`src/rtl/sevenseg_scan_decoder.sv`:
```
// Rebuilds the 16-bit word shown on a four-digit multiplexed seven-segment display.
// It debounces the scan, decodes each digit and reports every complete frame.
module sevenseg_scan_decoder #(
  parameter int unsigned SETTLE_CYCLES  = 4,
  parameter int unsigned TIMEOUT_CYCLES = 1048576
) (
  input  logic        clk,
  input  logic        reset,
  input  logic [3:0]  an,
  input  logic [6:0]  seg,
  output logic [15:0] value,
  output logic        frame_valid,
  output logic        frame_err,
  output logic [3:0]  err_mask,
  output logic        stalled
);

  localparam int unsigned CW = 8;
  localparam int unsigned TW = $clog2(TIMEOUT_CYCLES + 1);
  localparam logic [CW-1:0] SETTLE_MAX  = CW'(SETTLE_CYCLES);
  localparam logic [TW-1:0] TIMEOUT_MAX = TW'(TIMEOUT_CYCLES);
  localparam logic          SETTLE_ONE  = (SETTLE_CYCLES == 1);

  typedef enum logic [1:0] {S_WAIT, S_SETTLE, S_HOLD} state_t;

  state_t        state;
  logic [3:0]    an_q, an_p;
  logic [6:0]    seg_q, seg_p;
  logic [CW-1:0] cnt;
  logic [TW-1:0] tcnt;
  logic [3:0]    cap;
  logic [3:0]    fbuf [4];
  logic [3:0]    ebuf;

  logic          valid;
  logic [1:0]    idx;
  logic          same;
  logic          accept;
  logic          done;
  logic          timeout_hit;
  logic [3:0]    cap_nxt;
  logic [4:0]    dec;
  logic [CW-1:0] cnt_inc;

  // Active-low segments to {error, nibble}; anything off the hex table is an error.
  function automatic logic [4:0] decode(input logic [6:0] s);
    logic [4:0] r;
    case (~s)
      7'h7E:   r = 5'h00;
      7'h30:   r = 5'h01;
      7'h6D:   r = 5'h02;
      7'h79:   r = 5'h03;
      7'h33:   r = 5'h04;
      7'h5B:   r = 5'h05;
      7'h5F:   r = 5'h06;
      7'h70:   r = 5'h07;
      7'h7F:   r = 5'h08;
      7'h7B:   r = 5'h09;
      7'h77:   r = 5'h0A;
      7'h1F:   r = 5'h0B;
      7'h4E:   r = 5'h0C;
      7'h3D:   r = 5'h0D;
      7'h4F:   r = 5'h0E;
      7'h47:   r = 5'h0F;
      default: r = 5'h10;
    endcase
    return r;
  endfunction

  // Sample qualification: exactly one anode low, and comparison with the prior sample.
  always_comb begin
    valid = 1'b1;
    idx   = 2'd0;
    case (an_q)
      4'b1110: idx = 2'd0;
      4'b1101: idx = 2'd1;
      4'b1011: idx = 2'd2;
      4'b0111: idx = 2'd3;
      default: valid = 1'b0;
    endcase
    same    = (an_q == an_p) && (seg_q == seg_p);
    dec     = decode(seg_q);
    cnt_inc = cnt + CW'(1);
  end

  // Acceptance, frame completion and timeout decisions for this edge.
  always_comb begin
    accept = 1'b0;
    case (state)
      S_WAIT:   accept = valid && SETTLE_ONE;
      S_SETTLE: accept = valid && same && (cnt_inc == SETTLE_MAX);
      S_HOLD:   accept = valid && !same && SETTLE_ONE;
      default:  accept = 1'b0;
    endcase
    done        = (cap == 4'hF);
    timeout_hit = !accept && (tcnt != TIMEOUT_MAX) && ((tcnt + TW'(1)) == TIMEOUT_MAX);
    cap_nxt     = cap;
    if (done || timeout_hit) cap_nxt = 4'h0;
    if (accept) cap_nxt = cap_nxt | ~an_q;
  end

  always_ff @(posedge clk) begin
    if (reset) begin
      state       <= S_WAIT;
      an_q        <= 4'h0;
      an_p        <= 4'h0;
      seg_q       <= 7'h00;
      seg_p       <= 7'h00;
      cnt         <= '0;
      tcnt        <= '0;
      cap         <= 4'h0;
      ebuf        <= 4'h0;
      for (int i = 0; i < 4; i++) fbuf[i] <= 4'h0;
      value       <= 16'h0000;
      frame_valid <= 1'b0;
      frame_err   <= 1'b0;
      err_mask    <= 4'h0;
      stalled     <= 1'b0;
    end else begin
      an_q        <= an;
      seg_q       <= seg;
      an_p        <= an_q;
      seg_p       <= seg_q;
      frame_valid <= 1'b0;

      // Scan debounce FSM
      case (state)
        S_WAIT: begin
          if (valid) begin
            if (SETTLE_ONE) begin
              state <= S_HOLD;
            end else begin
              state <= S_SETTLE;
              cnt   <= CW'(1);
            end
          end
        end
        S_SETTLE: begin
          if (!valid)      state <= S_WAIT;
          else if (!same)  cnt   <= CW'(1);
          else if (accept) state <= S_HOLD;
          else             cnt   <= cnt_inc;
        end
        S_HOLD: begin
          if (!same) begin
            if (!valid) begin
              state <= S_WAIT;
            end else if (!SETTLE_ONE) begin
              state <= S_SETTLE;
              cnt   <= CW'(1);
            end
          end
        end
        default: state <= S_WAIT;
      endcase

      cap <= cap_nxt;
      if (accept) begin
        fbuf[idx] <= dec[3:0];
        ebuf[idx] <= dec[4];
        tcnt      <= '0;
        stalled   <= 1'b0;
      end else if (tcnt != TIMEOUT_MAX) begin
        tcnt <= tcnt + TW'(1);
      end
      if (timeout_hit) stalled <= 1'b1;

      if (done) begin
        value       <= {fbuf[3], fbuf[2], fbuf[1], fbuf[0]};
        err_mask    <= ebuf;
        frame_err   <= |ebuf;
        frame_valid <= 1'b1;
      end
    end
  end

endmodule

```
`config.mk`:
```
export PLATFORM = sky130hd
export DESIGN_NAME = sevenseg_scan_decoder
export DESIGN_NICKNAME = d
export VERILOG_FILES = /design/src/rtl/sevenseg_scan_decoder.sv
export SDC_FILE = /design/constraint.sdc
export NUM_CORES = 1
export LEC_CHECK = 0
export BUFFER_PORTS_ARGS = -buffer_cell sky130_fd_sc_hd__buf_2
export CAP_MARGIN = 30
export CORE_MARGIN = 2
export CORE_UTILIZATION = 45
export CTS_CLUSTER_SIZE = 12
export DETAILED_ROUTE_END_ITERATION = 10
export PLACE_DENSITY_LB_ADDON = 0.08
export SYNTH_ARGS = -nofsm -noshare
export SYNTH_HDL_FRONTEND = slang
export SYNTH_SLANG_ARGS = --single-unit
```
`constraint.sdc`:
```
create_clock -name clk -period 2.4 [get_ports clk]
set_input_delay 0.24 -clock clk [delete_from_list [all_inputs] [get_ports clk]]
set_output_delay 0.24 -clock clk [all_outputs]
set_load 0.01 [all_outputs]
```
==> impl_metrics.ini <==
[place]
hpwl_mm = 6.80
place.port_buffers = 35
placed_cell_area_um2 = 5270
place_inst = 706
gp_congestion = 0.857
pre_cts_ws_ps = -49.7

[synth]
synthTopCellsByArea = dfxtp_1, edfxtp_1, nand2_1
synth_edf_count = 16
synth-seq-cells = 100
syn-cell-area_um2 = 4690
yosys.cell_types.count = 69
synth-seq-area-share_pct = 46.1
synth_warnings = 0
yosys.area.top_type_share_pct = 35.9
synth_async_sr_flop_share_pct = 0
syn_nets = 539
synthCells = 521
ys.flop_type = dfxtp_1
synth.avg_cell_area_um2 = 9.00
synth_top_cell_by_area = dfxtp_1

[die]
dieWidth_um = 106
dieArea_um2 = 11300
row_count = 37
fp.coreArea_um2 = 10200
initial_core_util_pct = 45.8
pin_count = 36
die_h_um = 106

[routing]
wl_per_cell_um = 13.1
vias = 3678
drt_wl_total_mm = 9.43
drc = 0
first_pass_iters = 4
via_per_inst = 5.09
drtIter0Drc = 209
antenna_left = 0

[worst_setup_path]
critPathLaunchType = register
critPathCaptureType = register
path_max_fanout = 5
crit_type = register to register
required_ps = 2640
cp_data_arrival_time_ps = 2510

[timing]
drv_slew = 0
fmax_mhz = 440
max_slew_margin_pct = 54.4
fin_crit_sh_pct = 94.6
rsz0062_at_grt = yes
whs_ps = 71.0
finalSetupTns_ps = 0
setup_viol = 0
worst_slack_ps = 129
tightest_slew_ps = 682
fin_worst_skew_ps = 9.80
final_hold_viol_count = 0
min_period_ps = 2270

[global_routing]
antenna_found_initial = 0
grtUsageTotal_pct = 18.0
grt_overflow = 0
grt_pass1_vias = 3485
grt_max_degree = 28
grt_pass1_wl_mm = 16.4

[status]
status = complete, no violations

[job]
cap_violations = 0

[cts]
cts_tree = done
max-clock-path-buffers = 2
h-tree-depth = 3
cts_made_buffers = 9
insertion_delay_ps = 380
path_clk_slew_ps = 100
cts_root_buf = clkbuf_8
clock_sinks = 100
cts_hold_buf = 0

[cells_and_area]
syn_to_final_growth_pct = 17.0
drive_gt1_share_pct = 24.4
multi_input_area_um2 = 2340
fin_area_um2 = 5480
n_fill_cell = 1013
final_net_count = 599
ff_latch_area_um2 = 2190
final_cells = 722
antenna_cells = 0

[hold_path]
hold_class = input port to register

[power_and_ir_drop]
peakVddDrop_mv = 0.300
p_leak_nw = 2.12
p_per_area_nw_per_um2 = 541
==> worst paths after layout <==
check / startpoint / to / slack, ps / depth (start not counted)
setup reg to reg: tcnt[5] / cap[3] / 130 / 7
hold / removal: an[2] / an_q[2] / 70 / 2
hold reg to reg: value[9] / value[9] / 450 / 2
setup / recovery: tcnt[5] / cap[3] / 130 / 7
==> routing by layer <==
metal  vias to the layer above  part of all wire (%)  track usage [%]
met5                         -                     0                0
met4                         0                   2.0             7.14
met3                        15                   2.8             2.82
met2                        51                    46             29.1
met1                      1694                    49             24.3
li1                       1918                     -                -
==> worst max-delay path: stages, from the launching register on <==
cell	delay (ps)
dfxtp_2	380
nand4_4	150
nor4_4	350
nand4_1	140
xor2_1	180
or4_4	430
nor4b_4	320
o221ai_1	180
==> through the flow <==
step                utilization (%)  total power [W]
floorplan                         -          0.00193
global placement               51.5          0.00199
detailed placement             51.5          0.00199
CTS                            53.3          0.00300
global route                   53.6          0.00310
finish                         53.6          0.00297
==> flip-flops by register name, indices dropped and copies added (netlist names), 4 cells and up <==
name / count
cnt: 8
fbuf: 16
an_q: 4
value: 16
tcnt: 21
seg_q: 7
seg_p: 7
an_p: 4
err_mask: 4
ebuf: 4
cap: 4
==> area by class of cell <==
| cell class | count | area share, % |
|---|---|---|
| Sequential cell | 100 | 39.9 |
| Timing Repair Buffer | 85 | 10.3 |
| Clock buffer | 9 | 2.26 |
| Clock inverter | 7 | 1.12 |
| Tap cell | 136 | 3.10 |
| Multi-Input combinational cell | 374 | 42.6 |
| Inverter | 11 | 0.753 |
==> placed cells by master (no fill, tap or decap), types with 5 or more instances in the layout <==
cell type,instances
a21oi_1,32
a31oi_1,7
and3_1,5
buf_2,35
buf_4,49
clkbuf_8,9
dfxtp_1,72
dfxtp_2,8
edfxtp_1,16
inv_1,11
nand2_1,70
nand3_1,10
nand3b_1,8
nand4_1,9
nor2_1,46
nor2b_1,27
nor3_1,12
o21ai_0,14
o22ai_1,5
or2_2,7
xnor2_1,25
xor2_1,14
==> where the power goes <==
part	internal (W)	switching, W	total, W
combinational	0.0000960	0.000106	0.000202
sequential	0.00173	0.0000228	0.00175
clock	0.000393	0.000622	0.00101
==> logic make-up (layout without fill, tap and decap cells) <==
family                     Yosys count  after routing  synth area share (%)
muxes                                4              4                 0.907
adders and majority gates            5              5                  1.33
AOI/OAI and AO/OA                   86             86                  11.3
buffers and inverters               47            112                  4.70
and+or+nand+nor                    240            240                  28.3
xor gates and xnor gates            39             39                  7.29
DFF                                100            100                  46.1
==> repair_timing <==
action | in CTS | in global routing
pin swaps | 1 | 0
gates cloned | 0 | 0
resized for setup | 2 | 17
endpoints found under the setup margin | 7 | 20
buffers inserted | 0 | 0
==> synth_stat cells, drive strengths merged (3+ instances only) <==
| master | instances |
|---|---|
| ha | 5 |
| o22ai | 5 |
| a211oi | 3 |
| clkbuf | 24 |
| nand3 | 12 |
| nor3b | 4 |
| buf | 11 |
| nor4b | 6 |
| a21oi | 32 |
| and3 | 5 |
| nor2 | 47 |
| or3 | 3 |
| o21bai | 3 |
| nor3 | 14 |
| xor2 | 14 |
| nand2 | 72 |
| nand4 | 12 |
| edfxtp | 16 |
| nand3b | 8 |
| o21ai | 16 |
| nor2b | 27 |
| a31oi | 7 |
| xnor2 | 25 |
| inv | 11 |
| a21o | 4 |
| or2 | 7 |
| nor4 | 5 |
| nand2b | 3 |
| and4 | 4 |
| nand4b | 4 |
| dfxtp | 84 |
No activity file was read; power rests on OpenSTA's default activity.
